[src/rtl/router_fsm_nch_if.sv]
// Router control bundle between the register/parity block, synchroniser and
// the router control FSM.
//   slave  : FSM side (consumes packet/FIFO status, produces state decodes)
//   master : environment side (drives packet/FIFO status, observes decodes)
interface router_fsm_nch_if #(
   parameter int unsigned NUM_CH = 3,
   parameter int unsigned ADDR_W = 2
);
   logic              pkt_valid;
   logic [ADDR_W-1:0] data_in;
   logic              fifo_full;
   logic [NUM_CH-1:0] fifo_empty;
   logic [NUM_CH-1:0] soft_reset;
   logic              parity_done;
   logic              low_pkt_valid;

   logic              detect_add;
   logic              lfd_state;
   logic              ld_state;
   logic              laf_state;
   logic              full_state;
   logic              write_enb_reg;
   logic              rst_int_reg;
   logic              busy;
   logic              drop_pkt;
   logic [ADDR_W-1:0] addr_q;
   logic              addr_err;
   logic              wte_timeout;

   modport slave (
      input  pkt_valid, data_in, fifo_full, fifo_empty, soft_reset,
             parity_done, low_pkt_valid,
      output detect_add, lfd_state, ld_state, laf_state, full_state,
             write_enb_reg, rst_int_reg, busy, drop_pkt, addr_q,
             addr_err, wte_timeout
   );

   modport master (
      output pkt_valid, data_in, fifo_full, fifo_empty, soft_reset,
             parity_done, low_pkt_valid,
      input  detect_add, lfd_state, ld_state, laf_state, full_state,
             write_enb_reg, rst_int_reg, busy, drop_pkt, addr_q,
             addr_err, wte_timeout
   );
endinterface

[src/rtl/router_fsm_nch.sv]
// Packet-router control FSM for NUM_CH output channels. Decodes the header
// address, sequences header/payload/parity loads into the selected FIFO,
// stalls on FIFO full, and drops packets with an illegal address or that
// wait too long for a busy destination.
//   clock  : rising-edge clock
//   resetn : synchronous active-low reset
//   bus    : slave side of router_fsm_nch_if (status in, state decodes out)
module router_fsm_nch #(
   parameter int unsigned NUM_CH      = 3,
   parameter int unsigned ADDR_W      = 2,
   parameter int unsigned WTE_TIMEOUT = 255
) (
   input  logic            clock,
   input  logic            resetn,
   router_fsm_nch_if.slave bus
);

   localparam int unsigned NSEL  = 1 << ADDR_W;
   localparam int unsigned CNT_W = 16;
   localparam logic [ADDR_W:0]  CH_LIMIT   = (ADDR_W+1)'(NUM_CH);
   localparam logic [CNT_W-1:0] CNT_LAST   = CNT_W'(WTE_TIMEOUT - 1);
   localparam logic [CNT_W-1:0] CNT_MAX    = '1;
   localparam logic             TIMEOUT_EN = (WTE_TIMEOUT != 0);

   typedef enum logic [3:0] {
      DA   = 4'd0,
      LFD  = 4'd1,
      LD   = 4'd2,
      WTE  = 4'd3,
      CPE  = 4'd4,
      LP   = 4'd5,
      FFS  = 4'd6,
      LAF  = 4'd7,
      DROP = 4'd8
   } state_t;

   state_t            state, state_nxt;
   logic [ADDR_W-1:0] addr_r, addr_nxt;
   logic [CNT_W-1:0]  cnt_r, cnt_nxt;
   logic              addr_err_nxt, wte_to_nxt;
   logic              addr_err_r, wte_to_r;
   logic [8:0]        dec_r, dec_nxt;

   // Pad per-channel flags to the full address space; unused codes read 0.
   logic [NSEL-1:0]   empty_pad, soft_pad;
   assign empty_pad = NSEL'(bus.fifo_empty);
   assign soft_pad  = NSEL'(bus.soft_reset);

   // State register plus registered outputs (decoded from next state).
   always_ff @(posedge clock) begin
      if (!resetn) begin
         state      <= DA;
         addr_r     <= '0;
         cnt_r      <= '0;
         addr_err_r <= 1'b0;
         wte_to_r   <= 1'b0;
         dec_r      <= 9'b1_0000_0000;
      end else begin
         state      <= state_nxt;
         addr_r     <= addr_nxt;
         cnt_r      <= cnt_nxt;
         addr_err_r <= addr_err_nxt;
         wte_to_r   <= wte_to_nxt;
         dec_r      <= dec_nxt;
      end
   end

   // Next-state, address latch, wait counter and drop pulses.
   always_comb begin
      state_nxt    = state;
      addr_nxt     = addr_r;
      cnt_nxt      = '0;
      addr_err_nxt = 1'b0;
      wte_to_nxt   = 1'b0;
      if (state != DA && soft_pad[addr_r]) begin
         state_nxt = DA;
      end else begin
         unique case (state)
            DA: begin
               if (bus.pkt_valid) begin
                  addr_nxt = bus.data_in;
                  if ({1'b0, bus.data_in} >= CH_LIMIT) begin
                     state_nxt    = DROP;
                     addr_err_nxt = 1'b1;
                  end else if (empty_pad[bus.data_in]) begin
                     state_nxt = LFD;
                  end else begin
                     state_nxt = WTE;
                  end
               end
            end
            LFD: state_nxt = LD;
            LD: begin
               if (bus.fifo_full)       state_nxt = FFS;
               else if (!bus.pkt_valid) state_nxt = LP;
            end
            FFS: if (!bus.fifo_full) state_nxt = LAF;
            LAF: begin
               if (bus.parity_done)        state_nxt = DA;
               else if (bus.low_pkt_valid) state_nxt = LP;
               else                        state_nxt = LD;
            end
            LP:  state_nxt = CPE;
            CPE: state_nxt = bus.fifo_full ? FFS : DA;
            WTE: begin
               // A FIFO draining on the expiry cycle still wins over the drop.
               if (empty_pad[addr_r]) begin
                  state_nxt = LFD;
               end else if (TIMEOUT_EN && cnt_r == CNT_LAST) begin
                  state_nxt  = DROP;
                  wte_to_nxt = 1'b1;
               end else begin
                  cnt_nxt = (cnt_r == CNT_MAX) ? cnt_r : cnt_r + 1'b1;
               end
            end
            DROP: if (!bus.pkt_valid) state_nxt = DA;
            default: state_nxt = DA;
         endcase
      end
   end

   // Moore decodes, bit order: da lfd ld laf ffs wen rst_int busy drop.
   always_comb begin
      dec_nxt = '0;
      unique case (state_nxt)
         DA:      dec_nxt = 9'b1_0000_0000;
         LFD:     dec_nxt = 9'b0_1000_0010;
         LD:      dec_nxt = 9'b0_0100_1000;
         LAF:     dec_nxt = 9'b0_0010_1010;
         FFS:     dec_nxt = 9'b0_0001_0010;
         LP:      dec_nxt = 9'b0_0000_1010;
         CPE:     dec_nxt = 9'b0_0000_0110;
         WTE:     dec_nxt = 9'b0_0000_0010;
         DROP:    dec_nxt = 9'b0_0000_0001;
         default: dec_nxt = 9'b1_0000_0000;
      endcase
   end

   assign bus.detect_add    = dec_r[8];
   assign bus.lfd_state     = dec_r[7];
   assign bus.ld_state      = dec_r[6];
   assign bus.laf_state     = dec_r[5];
   assign bus.full_state    = dec_r[4];
   assign bus.write_enb_reg = dec_r[3];
   assign bus.rst_int_reg   = dec_r[2];
   assign bus.busy          = dec_r[1];
   assign bus.drop_pkt      = dec_r[0];
   assign bus.addr_q        = addr_r;
   assign bus.addr_err      = addr_err_r;
   assign bus.wte_timeout   = wte_to_r;

endmodule

[src/flat_wrapper.sv]
// flat-port wrapper written by rule: the top's interface ports become plain ports
module router_fsm_nch_flat 
#(
   parameter int unsigned NUM_CH      = 3,
   parameter int unsigned ADDR_W      = 2,
   parameter int unsigned WTE_TIMEOUT = 255
)
  (clock, resetn, bus_pkt_valid, bus_data_in, bus_fifo_full, bus_fifo_empty, bus_soft_reset, bus_parity_done, bus_low_pkt_valid, bus_detect_add, bus_lfd_state, bus_ld_state, bus_laf_state, bus_full_state, bus_write_enb_reg, bus_rst_int_reg, bus_busy, bus_drop_pkt, bus_addr_q, bus_addr_err, bus_wte_timeout);
  router_fsm_nch_if #(.NUM_CH(NUM_CH), .ADDR_W(ADDR_W)) bus_i ();
  input  logic clock;
  input  logic resetn;
  input wire logic [$bits(bus_i.pkt_valid)-1:0] bus_pkt_valid;
  input wire logic [$bits(bus_i.data_in)-1:0] bus_data_in;
  input wire logic [$bits(bus_i.fifo_full)-1:0] bus_fifo_full;
  input wire logic [$bits(bus_i.fifo_empty)-1:0] bus_fifo_empty;
  input wire logic [$bits(bus_i.soft_reset)-1:0] bus_soft_reset;
  input wire logic [$bits(bus_i.parity_done)-1:0] bus_parity_done;
  input wire logic [$bits(bus_i.low_pkt_valid)-1:0] bus_low_pkt_valid;
  output wire logic [$bits(bus_i.detect_add)-1:0] bus_detect_add;
  output wire logic [$bits(bus_i.lfd_state)-1:0] bus_lfd_state;
  output wire logic [$bits(bus_i.ld_state)-1:0] bus_ld_state;
  output wire logic [$bits(bus_i.laf_state)-1:0] bus_laf_state;
  output wire logic [$bits(bus_i.full_state)-1:0] bus_full_state;
  output wire logic [$bits(bus_i.write_enb_reg)-1:0] bus_write_enb_reg;
  output wire logic [$bits(bus_i.rst_int_reg)-1:0] bus_rst_int_reg;
  output wire logic [$bits(bus_i.busy)-1:0] bus_busy;
  output wire logic [$bits(bus_i.drop_pkt)-1:0] bus_drop_pkt;
  output wire logic [$bits(bus_i.addr_q)-1:0] bus_addr_q;
  output wire logic [$bits(bus_i.addr_err)-1:0] bus_addr_err;
  output wire logic [$bits(bus_i.wte_timeout)-1:0] bus_wte_timeout;
  assign bus_i.pkt_valid = bus_pkt_valid;
  assign bus_i.data_in = bus_data_in;
  assign bus_i.fifo_full = bus_fifo_full;
  assign bus_i.fifo_empty = bus_fifo_empty;
  assign bus_i.soft_reset = bus_soft_reset;
  assign bus_i.parity_done = bus_parity_done;
  assign bus_i.low_pkt_valid = bus_low_pkt_valid;
  assign bus_detect_add = bus_i.detect_add;
  assign bus_lfd_state = bus_i.lfd_state;
  assign bus_ld_state = bus_i.ld_state;
  assign bus_laf_state = bus_i.laf_state;
  assign bus_full_state = bus_i.full_state;
  assign bus_write_enb_reg = bus_i.write_enb_reg;
  assign bus_rst_int_reg = bus_i.rst_int_reg;
  assign bus_busy = bus_i.busy;
  assign bus_drop_pkt = bus_i.drop_pkt;
  assign bus_addr_q = bus_i.addr_q;
  assign bus_addr_err = bus_i.addr_err;
  assign bus_wte_timeout = bus_i.wte_timeout;
  router_fsm_nch #(.NUM_CH(NUM_CH), .ADDR_W(ADDR_W), .WTE_TIMEOUT(WTE_TIMEOUT)) u_core (.clock(clock), .resetn(resetn), .bus(bus_i));
endmodule
[config.mk]
export PLATFORM = sky130hd
export DESIGN_NAME = router_fsm_nch_flat
export DESIGN_NICKNAME = d
export VERILOG_FILES = /design/src/rtl/router_fsm_nch_if.sv /design/src/rtl/router_fsm_nch.sv /design/src/flat_wrapper.sv
export SDC_FILE = /design/constraint.sdc
export NUM_CORES = 1
export LEC_CHECK = 0
export CORE_MARGIN = 3
export CORE_UTILIZATION = 44
export DETAILED_ROUTE_END_ITERATION = 8
export MAX_ROUTING_LAYER = met4
export PLACE_DENSITY = 0.82
export RECOVER_POWER = 25
export SLEW_MARGIN = 20
export SYNTH_ARGS = -nofsm -noshare
export SYNTH_HDL_FRONTEND = slang
export SYNTH_SLANG_ARGS = --single-unit
[constraint.sdc]
create_clock -name clock -period 1.9 [get_ports clock]
set_clock_uncertainty 0.2 [all_clocks]
set_input_delay 0.285 -clock clock [delete_from_list [all_inputs] [get_ports clock]]
set_output_delay 0.285 -clock clock [all_outputs]
set_load 0.01 [all_outputs]
==> results of run 1 <==
[power groups by stage]
stage / Clock (mW) / Sequential (mW) / Combinational [mW]
6_report: 0.527 / 0.785 / 0.726
3_3_place_gp: 0 / 0.790 / 0.514
5_1_grt: 0.550 / 0.791 / 0.764
4_1_cts: 0.525 / 0.777 / 0.543
2_1_floorplan: 0 / 0.796 / 0.264
3_5_place_dp: 0 / 0.791 / 0.524
[placed cells by master (no fill, tap or decap), drive strengths merged, types with 3 or more instances in the layout]
| master | count |
|---|---|
| clkbuf | 5 |
| a21oi | 6 |
| xor2 | 3 |
| inv | 8 |
| nand2b | 5 |
| nor2 | 24 |
| and2 | 5 |
| nand4 | 4 |
| dlygate4sd2 | 3 |
| a211oi | 8 |
| and3 | 9 |
| clkdlybuf4s50 | 20 |
| buf | 49 |
| and4 | 4 |
| nand3 | 6 |
| nor3 | 7 |
| nand2 | 9 |
| nor4 | 6 |
| mux2i | 4 |
| xnor2 | 8 |
| dlymetal6s2s | 3 |
| dfxtp | 33 |
[worst max path at each step]
stage	from	endpoint	slack (ns)	cells after the start
2_1_floorplan	u_core.cnt_r[0]$_SDFFE_PP0P_	u_core.dec_r[4]$_SDFF_PP0_	-0.007	7
3_3_place_gp	bus_data_in[0]	u_core.dec_r[4]$_SDFF_PP0_	-0.41	6
3_5_place_dp	bus_data_in[0]	u_core.dec_r[3]$_SDFF_PP0_	-0.46	6
4_1_cts	u_core.cnt_r[0]$_SDFFE_PP0P_	u_core.dec_r[5]$_SDFF_PP0_	-0.09	7
5_1_grt	bus_pkt_valid	u_core.dec_r[3]$_SDFF_PP0_	-0.13	7
6_report	bus_pkt_valid	u_core.dec_r[3]$_SDFF_PP0_	-0.09	7
[per-stage QoR]
step                setup slack (ns)  utilization (%)
floorplan                   -0.00742                -
global route                  -0.129             75.1
global placement              -0.407             65.5
detailed placement            -0.461             65.5
CTS                          -0.0854             68.7
finish                       -0.0950             75.1
[sequential cells by signal, indices dropped and copies added (netlist names)]
register                flops
u_core.bus.addr_err         1
u_core.cnt_r               16
u_core.bus.addr_q           2
u_core.state                4
u_core.dec_r                9
u_core.bus.wte_timeout      1
[logic make-up after synthesis]
logic type / count (synthesis)
adders and majority gates: 2
and+or+nand+nor: 91
AOI/OAI and AO/OA: 30
xor gates and xnor gates: 11
muxes: 6
DFF: 33
buffers and inverters: 15
[routing by layer]
metal  up-vias  track usage (%)  wire length, µm
li1        831                -                -
met1       874             25.5             2320
met2       114             31.9             2660
met3        26             5.91              456
met5         -                -                0
met4         0             5.71              194
[cell type report]
type | instances | area (µm²) | share of cell area (%)
multi-input cells | 140 | 1140 | 43.1
repair buffers | 75 | 654 | 24.7
inverters | 8 | 30.0 | 1.14
clock buffers | 5 | 68.8 | 2.60
well taps | 46 | 57.6 | 2.18
clock inverters | 3 | 17.5 | 0.662
flip-flops and latches | 33 | 677 | 25.6
[critical path: stages]
cell and delay, ns:
clkdlybuf4s50_1 0.47, nand2b_1 0.08, buf_4 0.17, nor4_4 0.24, a211oi_2 0.16, a211o_4 0.40
o31ai_2 0.19
[what timing repair did]
action | CTS | global route
resized for setup | 12 | 39
endpoints found under the setup margin | 13 | 20
pin swaps | 7 | 16
gates cloned | 0 | 1
buffers inserted | 0 | 5
endpoints found under the hold margin | 0 | 0
==> results.md, run 1 <==
- FILL cells: 234
- # DRC: 0
- Static Leak: 1.04 nW
- R2R cell count: 6
- HP Class: input pin to flop
- Crit-path max FO: 5
- IO Port Bufs: 26
- Final #Nets: 279
- Sink Count: 33
- Post-synth top area share: 39.1%
- Slew headroom: 63.8%
- Least-Margin Pin Slew: 0.542 ns
- Vias in the first global route: 1583
- DRT iter0 DRCs: 185
- CTS root buffer: clkbuf_8
- Diode count: 0
- Core area: 3520 µm²
- Final Wtd Congestion: 0.847
- Hold Slack: 0.172 ns
- Initial antenna violation count: 0
- Routed Antenna Nets: 0
- Largest area contributor in the netlist: dfxtp_1
- Mux contribution to synthesized area: 3.92%
- DR vias: 1845
- Main combinational cell family by area after synthesis: simple AND/OR/NAND/NOR gates
- Switching power: 0.676 mW
- Final hold violation count: 0
- TritonCTS buffer count: 5
- Failing checks: setup timing
- Crit share post-route: 105%
- Wire per inst: 18.2 µm
- Part of the Yosys area used for sequential elements: 39.1%
- Yosys warns: 0
- Crit. End Element: flop
- Setup ws final: -0.0950 ns
- Internal Power: 1.36 mW
- R2r startpoint: u_core.state[2]$_SDFF_PN0_
- Final slew viol count: 0
- Synth unique cells: 50
- Worst-case clock buffer depth: 2
- Cell area power density: 770 nW/µm²
- Synth area leaders: dfxtp_1 (39%), nor2_1 (5.3%), xnor2_1 (4.1%)
- Logic pwr share: 35.6%
- Grt total ovfl: 0
- Post-Synth Simple-Gate Area: 31.2%
- Post-route cell area: 2650 µm²
- Dpl hpwl: 3060 µm
- Drt pass-1 iters: 5
- Post-Syn Area: 1690 µm²
- Die W: 68.0 µm
- Worst endpoint data arrival time: 2.00 ns
- Max-cap viol count: 0
- Post-Synth Adder-Cell Area: 1.48%
- Net count after synthesis: 204
- TritonCTS clock tree: yes
- Number of placed cells counting well taps: 296
- Critical R2R Capture: u_core.dec_r[3]$_SDFF_PP0_
- GR Util All Layers: 20.3%
- Critical Path Start Type: input pin
- Share of layout cells above drive strength 1: 36.7%
- DP Area: 2300 µm²
- # rows: 21
- Asr flop ratio synth: 0%
- CP Class: input pin to flop
- Worst Hold Path EP: u_core.bus.addr_q[1]$_SDFFE_PN0P_
- Top_reg_cell synth: dfxtp_1
- Overall Power: 2.04 mW
- Setup violations, final: 12
- Final worst path period need: 1.99 ns
- Register bit total from synthesis: 33
- Final WL: 5630 µm
- Avg Synthesized Cell Area: 8.99 µm²
- Min-delay src: bus_data_in[1]
- Largest net degree at the start of global routing: 17
- Layout Cells excl Fill: 310
- Status: finished with violations
- Top-count cell post-synth: dfxtp_1
- Sw Ratio: 33.2%
- H-tree levels: 2
- Worst Hold Depth: 4
- Starting Density: 48.0%
- Max VDD drop: 0.458 mV
- P&R area growth vs syn: 56.5%
- EDFF count, synth: 0
- Clk_lat worst skew: 0.29 ns
- Clock share of power: 25.8%
- CTS Hold Bufs: 0
- Most frequent cells after synthesis: dfxtp_1 (33), nor2_1 (24), and3_1 (9), nand2_1 (9)
- Total negative slack: -0.428 ns
- First-pass GRT wire length: 6840 µm
- IO Pins: 27
- CP required: 1.91 ns
- Height of the die: 68.0 µm
- Unrepaired setup endpoints after global routing: true
- Synth Area in Compound Gates: 14.4%
- CTS clock-pin slew for the worst setup and hold paths: 0.08 ns
- Cells after Synth: 188
- Avg Vias per Cell: 5.95
- Synth Area in XOR/XNOR: 5.70%
- Flop pwr share: 38.5%
- R2R setup slack: -0.07 ns
- Fmax: 501 MHz
- Die footprint: 4620 µm²
No activity file was read; power rests on OpenSTA's default activity.
==> inputs of run 2 (changes only) <==
CAP_MARGIN = 20   (was default)
GPL_TIMING_DRIVEN = 1   (was default)
==> results of run 2 <==
The final DEF is identical to that of run 1; final timing and power are the same.
==> inputs of run 3 (changes only) <==
SKIP_LAST_GASP = 1   (was default)
==> results.md, run 3 (synthesized netlist as in run 1, its figures left out) <==
- Number of placed cells counting well taps: 296 (unchanged)
- Hold Slack: 0.248 ns (was 0.172 ns)
- Die W: 68.0 µm (unchanged)
- R2R cell count: 5 (was 6)
- Status: finished with violations (unchanged)
- Worst Hold Depth: 3 (was 4)
- Die footprint: 4620 µm² (unchanged)
- Final worst path period need: 1.98 ns (was 1.99 ns)
- Clk_lat worst skew: 0.29 ns (about the same)
- Fmax: 505 MHz (was 501 MHz)
- Crit-path max FO: 5 (unchanged)
- Least-Margin Pin Slew: 0.500 ns (was 0.542 ns)
- P&R area growth vs syn: 53.8% (was 56.5%)
- IO Pins: 27 (unchanged)
- Pre-CTS WS: -0.461 ns (unchanged)
- TritonCTS clock tree: yes (unchanged)
- First-pass GRT wire length: 6840 µm (unchanged)
- Final slew viol count: 0 (unchanged)
- Core area: 3520 µm² (unchanged)
- Drt pass-1 iters: 4 (was 5)
- Setup ws final: -0.0819 ns (was -0.0950 ns)
- CP max stage cell: nor4_1 (was clkdlybuf4s50_1)
- FILL cells: 238 (was 234)
- Worst endpoint data arrival time: 1.98 ns (was 2.00 ns)
- Slew headroom: 66.6% (was 63.8%)
- WP depth: 5 (was 7)
- # rows: 21 (unchanged)
- Crit. End Element: flop (unchanged)
- Top flop regs: u_core.cnt_r: 16 flops, u_core.dec_r: 9 flops, u_core.state: 4 flops (unchanged)
- CP Cell Sequence: nor4_1 -> and4_4 -> a21oi_2 -> or2_4 -> o311ai_2 (was clkdlybuf4s50_1 -> nand2b_1 -> buf_4 -> nor4_4 -> a211oi_2 -> a211o_4 -> o31ai_2)
- TritonCTS buffer count: 5 (unchanged)
- Crit-path max cell delay: 0.40 ns (was 0.47 ns)
- Crit path max-delay family: simple AND/OR/NAND/NOR gates (was compound AO/OA/AOI/OAI gates)
- Unrepaired setup endpoints after global routing: true (unchanged)
- Static Leak: 1.04 nW (about the same)
- IO Port Bufs: 26 (unchanged)
- Post-route cell area: 2600 µm² (was 2650 µm²)
- Height of the die: 68.0 µm (unchanged)
- GR Util All Layers: 20.3% (unchanged)
- Starting Density: 48.0% (unchanged)
- DP Area: 2300 µm² (unchanged)
- Most common cell after layout, fill and taps aside: buf_4 (unchanged)
- Setup violations, final: 17 (was 12)
- HP Class: input pin to flop (unchanged)
- Final #Nets: 278 (was 279)
- Sink Count: 33 (unchanged)
- Final WL: 5600 µm (was 5630 µm)
- Crit share post-route: 104% (was 105%)
- Grt total ovfl: 0 (unchanged)
- Top reg by flops: u_core.cnt_r (unchanged)
- Worst-case clock buffer depth: 2 (unchanged)
- Cell area power density: 772 nW/µm² (was 770 nW/µm²)
- Avg Vias per Cell: 5.90 (was 5.95)
- Share of layout cells above drive strength 1: 36.1% (was 36.7%)
- DRT iter0 DRCs: 155 (was 185)
- CP Class: flop to flop (was input pin to flop)
- Vias in the first global route: 1583 (unchanged)
- Initial antenna violation count: 0 (unchanged)
- Wire per inst: 18.1 µm (was 18.2 µm)
- Failing checks: setup timing (unchanged)
- Crit path buffers/inverters: 0 (was 2)
- # DRC: 0 (unchanged)
- Max VDD drop: 0.465 mV (was 0.458 mV)
- Number of flip-flops in the largest register: 16 (unchanged)
- Commonest cells after routing, fill and taps aside: buf_4 (46), dfxtp_1 (28), nor2_1 (23), clkdlybuf4s50_1 (16) (was buf_4 (43), dfxtp_1 (28), nor2_1 (23), clkdlybuf4s50_1 (20))
- Final core occ: 73.8% (was 75.1%)
- Total negative slack: -0.600 ns (was -0.428 ns)
- Diode count: 0 (unchanged)
- H-tree levels: 2 (unchanged)
- Layout Cells excl Fill: 309 (was 310)
- Routed Antenna Nets: 0 (unchanged)
- Overall Power: 2.01 mW (was 2.04 mW)
- CTS root buffer: clkbuf_8 (unchanged)
- Largest net degree at the start of global routing: 17 (unchanged)
- Final hold violation count: 0 (unchanged)
- CTS clock-pin slew for the worst setup and hold paths: 0.07 ns (was 0.08 ns)
- Dpl hpwl: 3060 µm (unchanged)
- Critical Path Start Type: flop (was input pin)
- Final Wtd Congestion: 0.847 (unchanged)
- CP required: 1.90 ns (was 1.91 ns)
- Max-cap viol count: 0 (unchanged)
- DR vias: 1823 (was 1845)
## run 3: path summary, 6_finish.rpt
kind | startpoint | end | slack [ns]
min | bus_data_in[0] | u_core.bus.addr_q[0]$_SDFFE_PN0P_ | 0.25
max reg2reg | u_core.cnt_r[13]$_SDFFE_PP0P_ | u_core.dec_r[8]$_SDFF_PN1_ | -0.08
min reg2reg | u_core.cnt_r[5]$_SDFFE_PP0P_ | u_core.cnt_r[5]$_SDFFE_PP0P_ | 0.33
max | u_core.cnt_r[13]$_SDFFE_PP0P_ | u_core.dec_r[8]$_SDFF_PN1_ | -0.08
## run 3: cell type report
type                    count  area (µm²)  share of cell area [%]
clock buffers               5        68.8                    2.65
repair buffers             74         626                    24.1
flip-flops and latches     33         674                    25.9
inverters                   8        30.0                    1.15
multi-input cells         140        1130                    43.3
well taps                  46        57.6                    2.21
clock inverters             3        17.5                   0.674
## run 3: what timing repair did
| item | in CTS | in global routing |
|---|---|---|
| endpoints found under the setup margin | 13 | 20 |
| hold buffers | 0 | 0 |
| buffers inserted | 0 | 4 |
| pin swaps | 7 | 17 |
| gates cloned | 0 | 1 |
| resized for setup | 11 | 32 |
## run 3: where the power goes
group          internal [mW]  switching (mW)
registers              0.744          0.0415
clock network          0.253           0.278
logic                  0.346           0.346
## run 3: routing by layer
metal  up-vias  part of all wire, %  track usage (%)  wire, µm
li1        826                    -                -         -
met1       875                   41             25.5      2310
met2        99                   48             31.9      2670
met3        23                  7.7             5.91       432
met4         0                  3.5             5.71       196
met5         -                    0                -         0
## run 3: worst register-to-register path, delay by kind of cell, from the launching register on
family          cells  cell delay, ns
simple gates        3            1.03
compound gates      2            0.34
flops               1            0.32
